### src/rtl/jbi_mout_jid_pkg.sv
// Shared constants and drain-FSM encoding for the mout JID allocator.
// Used by jbi_mout_jid_ctl and jbi_mout_jid_rr_pick.
package jbi_mout_jid_pkg;

  localparam int NUM_JID = 16;
  localparam int JID_W   = 4;
  localparam int CNT_W   = 5;

  typedef enum logic [1:0] {
    RUN     = 2'd0,
    DRAIN   = 2'd1,
    DRAINED = 2'd2
  } drain_state_e;

  // CSR limits above the pool size behave as the pool size.
  function automatic logic [CNT_W-1:0] clamp_limit(input logic [CNT_W-1:0] lim);
    return (lim > CNT_W'(NUM_JID)) ? CNT_W'(NUM_JID) : lim;
  endfunction

endpackage

### src/rtl/jbi_mout_jid_rr_pick.sv
// Rotate-priority encoder: first available JID at or above the round-robin
// pointer, wrapping from NUM_JID-1 back to 0.
module jbi_mout_jid_rr_pick
  import jbi_mout_jid_pkg::*;
(
  input  logic [NUM_JID-1:0] i_avail,
  input  logic [JID_W-1:0]   i_rr_ptr,
  output logic               o_found,
  output logic [JID_W-1:0]   o_jid
);

  logic [JID_W-1:0] w_idx;

  // Scan from farthest to nearest so the last hit is the closest one to rr_ptr.
  always_comb begin
    o_found = 1'b0;
    o_jid   = '0;
    w_idx   = '0;
    for (int i = NUM_JID - 1; i >= 0; i--) begin
      w_idx = i_rr_ptr + JID_W'(i);
      if (i_avail[w_idx]) begin
        o_found = 1'b1;
        o_jid   = w_idx;
      end
    end
  end

endmodule

### src/rtl/jbi_mout_jid_ctl.sv
// JBus transaction-ID allocator for outbound NC reads: round-robin grant,
// outstanding limit, release tracking and drain handshake.
// Optional ID-misuse checker compiled in with `define JBI_MOUT_JID_CHK_EN.
module jbi_mout_jid_ctl
  import jbi_mout_jid_pkg::*;
(
  input  logic             clk,
  input  logic             rst,
  input  logic             alloc_req,
  output logic             alloc_gnt,
  output logic [JID_W-1:0] alloc_jid,
  input  logic             free_vld,
  input  logic [JID_W-1:0] free_jid,
  input  logic             nack_pop,
  input  logic [JID_W-1:0] nack_jid,
  input  logic [CNT_W-1:0] max_outstanding,
  input  logic             drain_req,
  output logic             drain_done,
  output logic [CNT_W-1:0] busy_cnt,
  output logic             pool_empty,
  output logic             pool_idle,
  output logic             jid_err
);

  drain_state_e       r_state;
  drain_state_e       w_state_nxt;
  logic [NUM_JID-1:0] r_avail;
  logic [NUM_JID-1:0] w_avail_nxt;
  logic [NUM_JID-1:0] w_rel_mask;
  logic [NUM_JID-1:0] w_gnt_mask;
  logic [JID_W-1:0]   r_rr_ptr;
  logic [CNT_W-1:0]   r_busy_cnt;
  logic [CNT_W-1:0]   w_limit;
  logic               w_found;
  logic [JID_W-1:0]   w_pick_jid;
  logic               w_gate_run;
  logic               w_same_id;
  logic               w_free_eff;
  logic               w_nack_eff;
  logic [1:0]         w_rel_cnt;

  jbi_mout_jid_rr_pick u_rr_pick (
    .i_avail  (r_avail),
    .i_rr_ptr (r_rr_ptr),
    .o_found  (w_found),
    .o_jid    (w_pick_jid)
  );

  // drain_req closes the gate combinationally, even in the cycle it rises.
  assign w_limit    = clamp_limit(max_outstanding);
  assign w_gate_run = (r_state == RUN) & ~drain_req;
  assign alloc_gnt  = alloc_req & w_gate_run & w_found & (r_busy_cnt < w_limit);
  assign alloc_jid  = w_pick_jid;

  // Only releases of currently-busy IDs count; a doubled release counts once.
  assign w_same_id  = free_vld & nack_pop & (free_jid == nack_jid);
  assign w_free_eff = free_vld & ~r_avail[free_jid];
  assign w_nack_eff = nack_pop & ~r_avail[nack_jid] & ~w_same_id;
  assign w_rel_cnt  = {1'b0, w_free_eff} + {1'b0, w_nack_eff};

  always_comb begin
    w_rel_mask = '0;
    w_gnt_mask = '0;
    if (free_vld)  w_rel_mask[free_jid]  = 1'b1;
    if (nack_pop)  w_rel_mask[nack_jid]  = 1'b1;
    if (alloc_gnt) w_gnt_mask[alloc_jid] = 1'b1;
  end

  assign w_avail_nxt = (r_avail | w_rel_mask) & ~w_gnt_mask;

  always_comb begin
    w_state_nxt = r_state;
    case (r_state)
      RUN:     if (drain_req) w_state_nxt = DRAIN;
      DRAIN: begin
        if (!drain_req)            w_state_nxt = RUN;
        else if (r_busy_cnt == '0) w_state_nxt = DRAINED;
      end
      DRAINED: if (!drain_req) w_state_nxt = RUN;
      default: w_state_nxt = RUN;
    endcase
  end

  always_ff @(posedge clk) begin
    if (rst) begin
      r_state    <= RUN;
      r_avail    <= '1;
      r_rr_ptr   <= '0;
      r_busy_cnt <= '0;
    end else begin
      r_state    <= w_state_nxt;
      r_avail    <= w_avail_nxt;
      r_busy_cnt <= r_busy_cnt + CNT_W'(alloc_gnt) - CNT_W'(w_rel_cnt);
      if (alloc_gnt) r_rr_ptr <= alloc_jid + JID_W'(1);
    end
  end

  assign drain_done = (r_state == DRAINED);
  assign busy_cnt   = r_busy_cnt;
  assign pool_empty = (r_busy_cnt == CNT_W'(NUM_JID));
  assign pool_idle  = (r_busy_cnt == '0);

`ifdef JBI_MOUT_JID_CHK_EN
  logic r_jid_err;
  logic w_err;

  assign w_err = (free_vld & r_avail[free_jid]) |
                 (nack_pop & r_avail[nack_jid]) |
                 w_same_id |
                 (alloc_gnt & (r_busy_cnt == CNT_W'(NUM_JID)));

  always_ff @(posedge clk) begin
    if (rst) r_jid_err <= 1'b0;
    else     r_jid_err <= w_err;
  end

  assign jid_err = r_jid_err;
`else
  assign jid_err = 1'b0;
`endif

endmodule

### config.mk
export PLATFORM = sky130hd
export DESIGN_NAME = jbi_mout_jid_ctl
export DESIGN_NICKNAME = d
export VERILOG_FILES = /design/src/rtl/jbi_mout_jid_pkg.sv /design/src/rtl/jbi_mout_jid_rr_pick.sv /design/src/rtl/jbi_mout_jid_ctl.sv
export SDC_FILE = /design/constraint.sdc
export NUM_CORES = 1
export LEC_CHECK = 0
export ABC_CLOCK_PERIOD_IN_PS = 6650
export CORE_ASPECT_RATIO = 1.5
export CORE_MARGIN = 2
export CORE_UTILIZATION = 50
export DETAILED_ROUTE_END_ITERATION = 10
export MAX_ROUTING_LAYER = met4
export PLACE_DENSITY = 0.82
export SLEW_MARGIN = 30
export SYNTH_ARGS = -nofsm -noshare
export SYNTH_HDL_FRONTEND = slang
export SYNTH_SLANG_ARGS = --single-unit
### constraint.sdc
create_clock -name clk -period 6.65 [get_ports clk]
set_clock_uncertainty 0.2 [all_clocks]
set_input_delay 1.995 -clock clk [delete_from_list [all_inputs] [get_ports clk]]
set_output_delay 1.995 -clock clk [all_outputs]
set_load 0.02 [all_outputs]
==> results of run 1 <==
worst paths after layout:
path / endpoint / slack, ns
worst min register to register: r_state[0] / 0.41
worst min-delay path: r_state[0] / 0.41
worst max register to register: busy_cnt[2] / 1.70
worst max-delay path: alloc_jid[0] / 0.16
through the flow:
stage          cells  total power, uW  util, %
2_1_floorplan    458              361        -
3_3_place_gp     586              436     57.0
3_5_place_dp     586              443     57.0
5_1_grt          590              616     58.6
6_report         590              589     58.6
4_1_cts          590              582     58.1
area by class of cell:
| cell class | instances | area, um2 |
|---|---|---|
| fill | 717 | 3320 |
| clock inverter | 1 | 7.51 |
| clock buffer | 3 | 75.1 |
| sequential | 27 | 541 |
| inverter | 21 | 78.8 |
| timing repair buffer | 49 | 455 |
| tap | 105 | 131 |
| multi-input combinational | 384 | 3400 |
sequential cells by signal, indices dropped and copies added (netlist names):
register  cells
busy_cnt      5
r_avail      16
r_rr_ptr      4
r_state       2
routing by layer:
layer	vias up	wire length (um)	GRT usage, %
met5	-	0	-
met1	2047	4830	33.2
met4	0	881	19.9
met3	78	657	2.28
li1	1852	-	-
met2	223	7190	57.0
cells by family after synthesis:
group / Yosys count / share of synthesized area [%]
AO/OA/AOI/OAI: 109 / 17.9
XOR/XNOR: 21 / 4.64
adder cells (fa/ha/maj): 23 / 7.34
buffers and inverters: 47 / 5.21
flip-flops: 27 / 13.1
multiplexers: 83 / 32.9
other: 1 / 0.0908
AND/OR/NAND/NOR: 147 / 18.9
worst max-delay path: cells and delay by family, from the launching register on:
kind	cells	cell delay (ns)
buffers and inverters	4	1.14
AO/OA/AOI/OAI	2	0.61
flip-flops	1	0.36
AND/OR/NAND/NOR	1	0.45
adder cells (fa/ha/maj)	1	0.43
multiplexers	3	1.03
power groups by stage:
stage | combinational [uW] | sequential [uW] | clock, uW
6_report | 268 | 181 | 140
3_3_place_gp | 252 | 183 | 0
3_5_place_dp | 259 | 184 | 0
5_1_grt | 288 | 182 | 147
2_1_floorplan | 176 | 185 | 0
4_1_cts | 262 | 180 | 140
cells in the final DEF (no fill, tap or decap), types with 4 or more instances in the layout:
cell	instances
mux2_2	15
o32ai_1	7
o21ai_1	14
mux2i_1	26
nand3b_1	6
nor2b_1	6
a211oi_1	5
o22ai_1	17
nand2_1	31
buf_4	16
inv_2	4
nand2b_1	10
nand3_1	8
o21ai_0	10
dfxtp_1	27
mux4_2	36
nor3_1	34
nor2_1	25
inv_1	15
clkdlybuf4s50_1	30
xnor2_1	8
a21oi_1	18
ha_1	20
nor4_1	7
xor2_1	10
==> reports/results.ini, run 1 <==
[outcome]
status = finished, final reports clean

[setup_path]
worstSetupPathType = register to output port
crit_required_ns = 4.45
r2r_cells = 16
cp_slowest_stage_delay_ns = 0.62
worstSetupEndpointType = output port
cp_slowest_cell = clkdlybuf4s50_1
cp_cell_sequence = inv_2 -> ha_2 -> buf_4 -> mux4_2 -> mux2i_1 -> mux2i_1 -> nor4_2 -> a211oi_1 -> a221o_1 -> inv_1 -> clkdlybuf4s50_1
crit_fanout = 12
timing.rr.start = r_rr_ptr[2]
startpoint = r_rr_ptr[0]
arrival_ns = 4.30
crit_top_cell = mux2i_1
start_kind = register

[min_path]
worstHoldPathCells = 1
min-delay-start = r_state[1]
min_path_type = register to register

[routing]
drcViolationCount = 0
dr.pass1.iters = 5
drtAntennaViolNets = 0
drt-total-wl_um = 13600
vias = 4200
routedWlPerCell_um = 23.0
viasPerCell = 7.12
drt_iter0_markers = 359

[pwr]
p_switching_uw = 221
clock_power_share_pct = 23.8
p_comb_share_pct = 45.5
p_per_area_nw_per_um2 = 126
power_frac_seq_pct = 30.7
p_sw_share_pct = 37.5
max-vdd-ir-drop_v = 0.000159
p_leak_uw = 0.00157
p_int_uw = 368

[final_layout]
nets = 528
syn2layout_area_growth_pct = 13.6
drive_gt1_share_pct = 19.0
final_area_um2 = 4690
n_antenna_cell = 0

[floorplanning]
chipWidth_um = 78.2
ioPinCount = 33
start_util_pct = 51.5
coreArea_um2 = 8010
dieArea_um2 = 9010
dieHeight_um = 115
rows = 40

[grt]
grt.overflow.total = 0
grt_use_total_pct = 31.6
antenna_found_initial = 0
grt_pass1_wl_um = 21800
grt_max_degree = 26
grt_pass1_vias = 4218

[synth]
ys_top_cells_by_area = mux4_2 (20%), dfxtp_1 (13%), mux2i_1 (6.5%)
synth_top_area_share_pct = 19.6
synth_area_per_cell_um2 = 9.01
synth_warnings = 0
syn_area_um2 = 4130
synth_commonest_cells = mux4_2 (36), nor3_1 (34), nand2_1 (31)
yosys.cell_types.count = 74
synth_sequential_area_ratio_pct = 13.1
synth-edff-count = 0
synth-seq-cells = 27
ys.flop_type = dfxtp_1
synth_fp_nets = 500
yosysMostFrequentCell = mux4_2
yosysTopAreaCell = mux4_2
syn_inst = 458
synthArstFlopShare_pct = 0

[job]
cap_violations = 0

[timing]
rsz0062_at_grt = false
slew_viol_final = 0
tns_ns = 0
fmax_mhz = 154
worstMarginPinSlew_ns = 0.750
holdWs_ns = 0.408
fin_crit_ns = 6.49
relSlewSlack_pct = 49.6
fin_crit_sh_pct = 97.6
setup_viol = 0
worst_slack_ns = 0.157
hold_violations = 0

[clock_network]
cts.path.max_buffers = 2
insertion_delay_ns = 0.27
cts_hold_buf = 0
cts_setup_buffers = 0
cts_max_level = 1
cts_resized = 0
path_clk_slew_ns = 0.06
cts_tree = built
cts.sinks = 27
clock-root-buffer = clkbuf_16
cts_buffers = 3

[placement]
dp.final_hpwl_um = 10400
portBuffers = 31
place_area_um2 = 4570
dpl_worst_slack_ns = 0.0716
globalplace.congestion = 1.03

Note: power is estimated with default switching activity, not from simulation.
==> run 2: changes to the inputs <==
--- a/config.mk
+++ b/config.mk
@@ -12,6 +12,7 @@
 export DETAILED_ROUTE_END_ITERATION = 10
 export MAX_ROUTING_LAYER = met4
 export PLACE_DENSITY = 0.82
+export RECOVER_POWER = 100
 export SLEW_MARGIN = 30
 export SYNTH_ARGS = -nofsm -noshare
 export SYNTH_HDL_FRONTEND = slang
==> reports/results.ini, run 2 (same netlist as run 1, synthesis figures left out) <==
[clock_network]
cts.path.max_buffers = 2  ; unchanged
insertion_delay_ns = 0.26  ; was 0.27 ns
cts.sinks = 27  ; unchanged
path_clk_slew_ns = 0.06  ; about the same
clock-root-buffer = clkbuf_16  ; unchanged
cts_max_level = 1  ; unchanged
cts_buffers = 3  ; unchanged
cts_tree = built  ; unchanged
cts_hold_buf = 0  ; unchanged

[setup_path]
cp_slowest_stage_delay_ns = 0.63  ; was 0.62 ns
worst-path-buf-inv = 4  ; unchanged
crit_fanout = 12  ; unchanged
crit_required_ns = 4.45  ; about the same
start_kind = register  ; unchanged
cp_cell_sequence = inv_2 -> ha_2 -> buf_4 -> mux4_2 -> mux2i_1 -> o22ai_1 -> nor4_1 -> o21ai_1 -> a211oi_1 -> inv_1 -> clkdlybuf4s50_1  ; was inv_2 -> ha_2 -> buf_4 -> mux4_2 -> mux2i_1 -> mux2i_1 -> nor4_2 -> a211oi_1 -> a221o_1 -> inv_1 -> clkdlybuf4s50_1
timing.rr.start = r_rr_ptr[3]  ; was r_rr_ptr[2]
arrival_ns = 4.33  ; was 4.30 ns
cp_slowest_cell = clkdlybuf4s50_1  ; unchanged
worst_path_dominant_cell_family = buffers and inverters  ; unchanged
worstSetupPathType = register to output port  ; unchanged
worstSetupEndpointType = output port  ; unchanged
startpoint = r_rr_ptr[0]  ; unchanged

[grt]
grt.overflow.total = 0  ; unchanged
grt_pass1_vias = 4218  ; unchanged
antenna_found_initial = 0  ; unchanged
grt_pass1_wl_um = 21800  ; unchanged
grt_max_degree = 26  ; unchanged
grt_use_total_pct = 31.6  ; unchanged

[routing]
dr.pass1.iters = 5  ; unchanged
drt-total-wl_um = 13500  ; was 13600 um
vias = 4239  ; was 4200
viasPerCell = 7.18  ; was 7.12
routedWlPerCell_um = 22.9  ; was 23.0 um
drtAntennaViolNets = 0  ; unchanged
drcViolationCount = 0  ; unchanged
drt_iter0_markers = 378  ; was 359

[outcome]
status = finished, final reports clean  ; unchanged

[pwr]
p_per_area_nw_per_um2 = 124  ; was 126 nW/um2
max-vdd-ir-drop_v = 0.000157  ; was 0.000159 V
p_leak_uw = 0.00158  ; was 0.00157 uW

[final_layout]
syn2layout_area_growth_pct = 13.3  ; was 13.6%
largest_register_ff_count = 16  ; unchanged
drive_gt1_share_pct = 18.6  ; was 19.0%
final_cell_mix = mux4_2 (36), nor3_1 (34), nand2_1 (31)  ; unchanged
nets = 528  ; unchanged
final_area_um2 = 4680  ; was 4690 um2
n_antenna_cell = 0  ; unchanged
final_common_cell = mux4_2  ; unchanged
regMostFlops = r_avail  ; unchanged
utilization_pct = 58.4  ; was 58.6%

[placement]
dp.final_hpwl_um = 10400  ; unchanged
place_area_um2 = 4570  ; unchanged
globalplace.congestion = 1.03  ; unchanged
dpl_worst_slack_ns = 0.0716  ; unchanged
portBuffers = 31  ; unchanged

[job]
cap_violations = 0  ; unchanged

[floorplanning]
dieHeight_um = 115  ; unchanged
coreArea_um2 = 8010  ; unchanged
start_util_pct = 51.5  ; unchanged
dieArea_um2 = 9010  ; unchanged
ioPinCount = 33  ; unchanged
rows = 40  ; unchanged
chipWidth_um = 78.2  ; unchanged

[timing]
fin_crit_sh_pct = 98.1  ; was 97.6%
worstMarginPinSlew_ns = 0.752  ; was 0.750 ns
relSlewSlack_pct = 49.5  ; was 49.6%
hold_violations = 0  ; unchanged
worst_slack_ns = 0.128  ; was 0.157 ns
fmax_mhz = 153  ; was 154 MHz
tns_ns = 0  ; unchanged
fin_crit_ns = 6.52  ; was 6.49 ns
slew_viol_final = 0  ; unchanged
setup_viol = 0  ; unchanged

[min_path]
min_path_type = register to register  ; unchanged
min-delay-start = r_state[1]  ; unchanged

-- run 2: metrics by stage --
stage / power [uW] / cells / hold WS, ns
final: 582 / 590 / 0.401
after CTS: 582 / 590 / 0.401
after detailed placement: 443 / 586 / 0.382
after global placement: 436 / 586 / 0.361
after global routing: 610 / 590 / 0.427
after floorplan: 361 / 458 / 0.347
-- run 2: worst reg2reg max path, stage by stage (launching register included) --
cell      delay (ns)
dfxtp_1         0.73
buf_4           0.30
xor2_1          0.44
mux2i_1         0.18
mux2i_1         0.43
nor3_1          0.12
nor4bb_1        0.18
a31oi_1         0.25
clkbuf_1        0.48
inv_1           0.20
fa_1            0.57
inv_1           0.05
ha_1            0.18
ha_1            0.21
a21oi_1         0.14
nor2_1          0.07
or3_1           0.34
a21oi_1         0.14
-- run 2: timing repair --
action                     in CTS  in global routing
resized for setup               0                 10
setup endpoints to repair       0                  3
buffers inserted                0                  0
-- run 2: final timing paths --
check            endpoint  slack [ns]  depth (start not counted)
max          alloc_jid[3]        0.13                         11
min            r_state[1]        0.40                          2
max reg2reg   busy_cnt[4]        1.37                         17
min reg2reg    r_state[1]        0.40                          2
-- run 2: final cells by class --
cell class	instances	area (um2)
clock buffers	3	75.1
clock inverters	1	7.51
fillers	720	3330
inverters	21	78.8
multi-input cells	384	3400
flip-flops and latches	27	541
well taps	105	131
repair buffers	49	443
-- run 2: power breakdown --
part / internal [uW] / switching [uW] / leakage (uW)
logic: 112 / 150 / 0.00132
clock network: 81.8 / 56.7 / 0.0000371
registers: 169 / 11.5 / 0.000219
total: 363 / 218 / 0.00158
-- run 2: layer usage --
metal  up-vias  wire length (um)  GRT usage, %
met4         0               915          19.9
met5         -                 0             -
met2       249              7130          57.0
li1       1852                 -             -
met3        77               717          2.28
met1      2061              4740          33.2
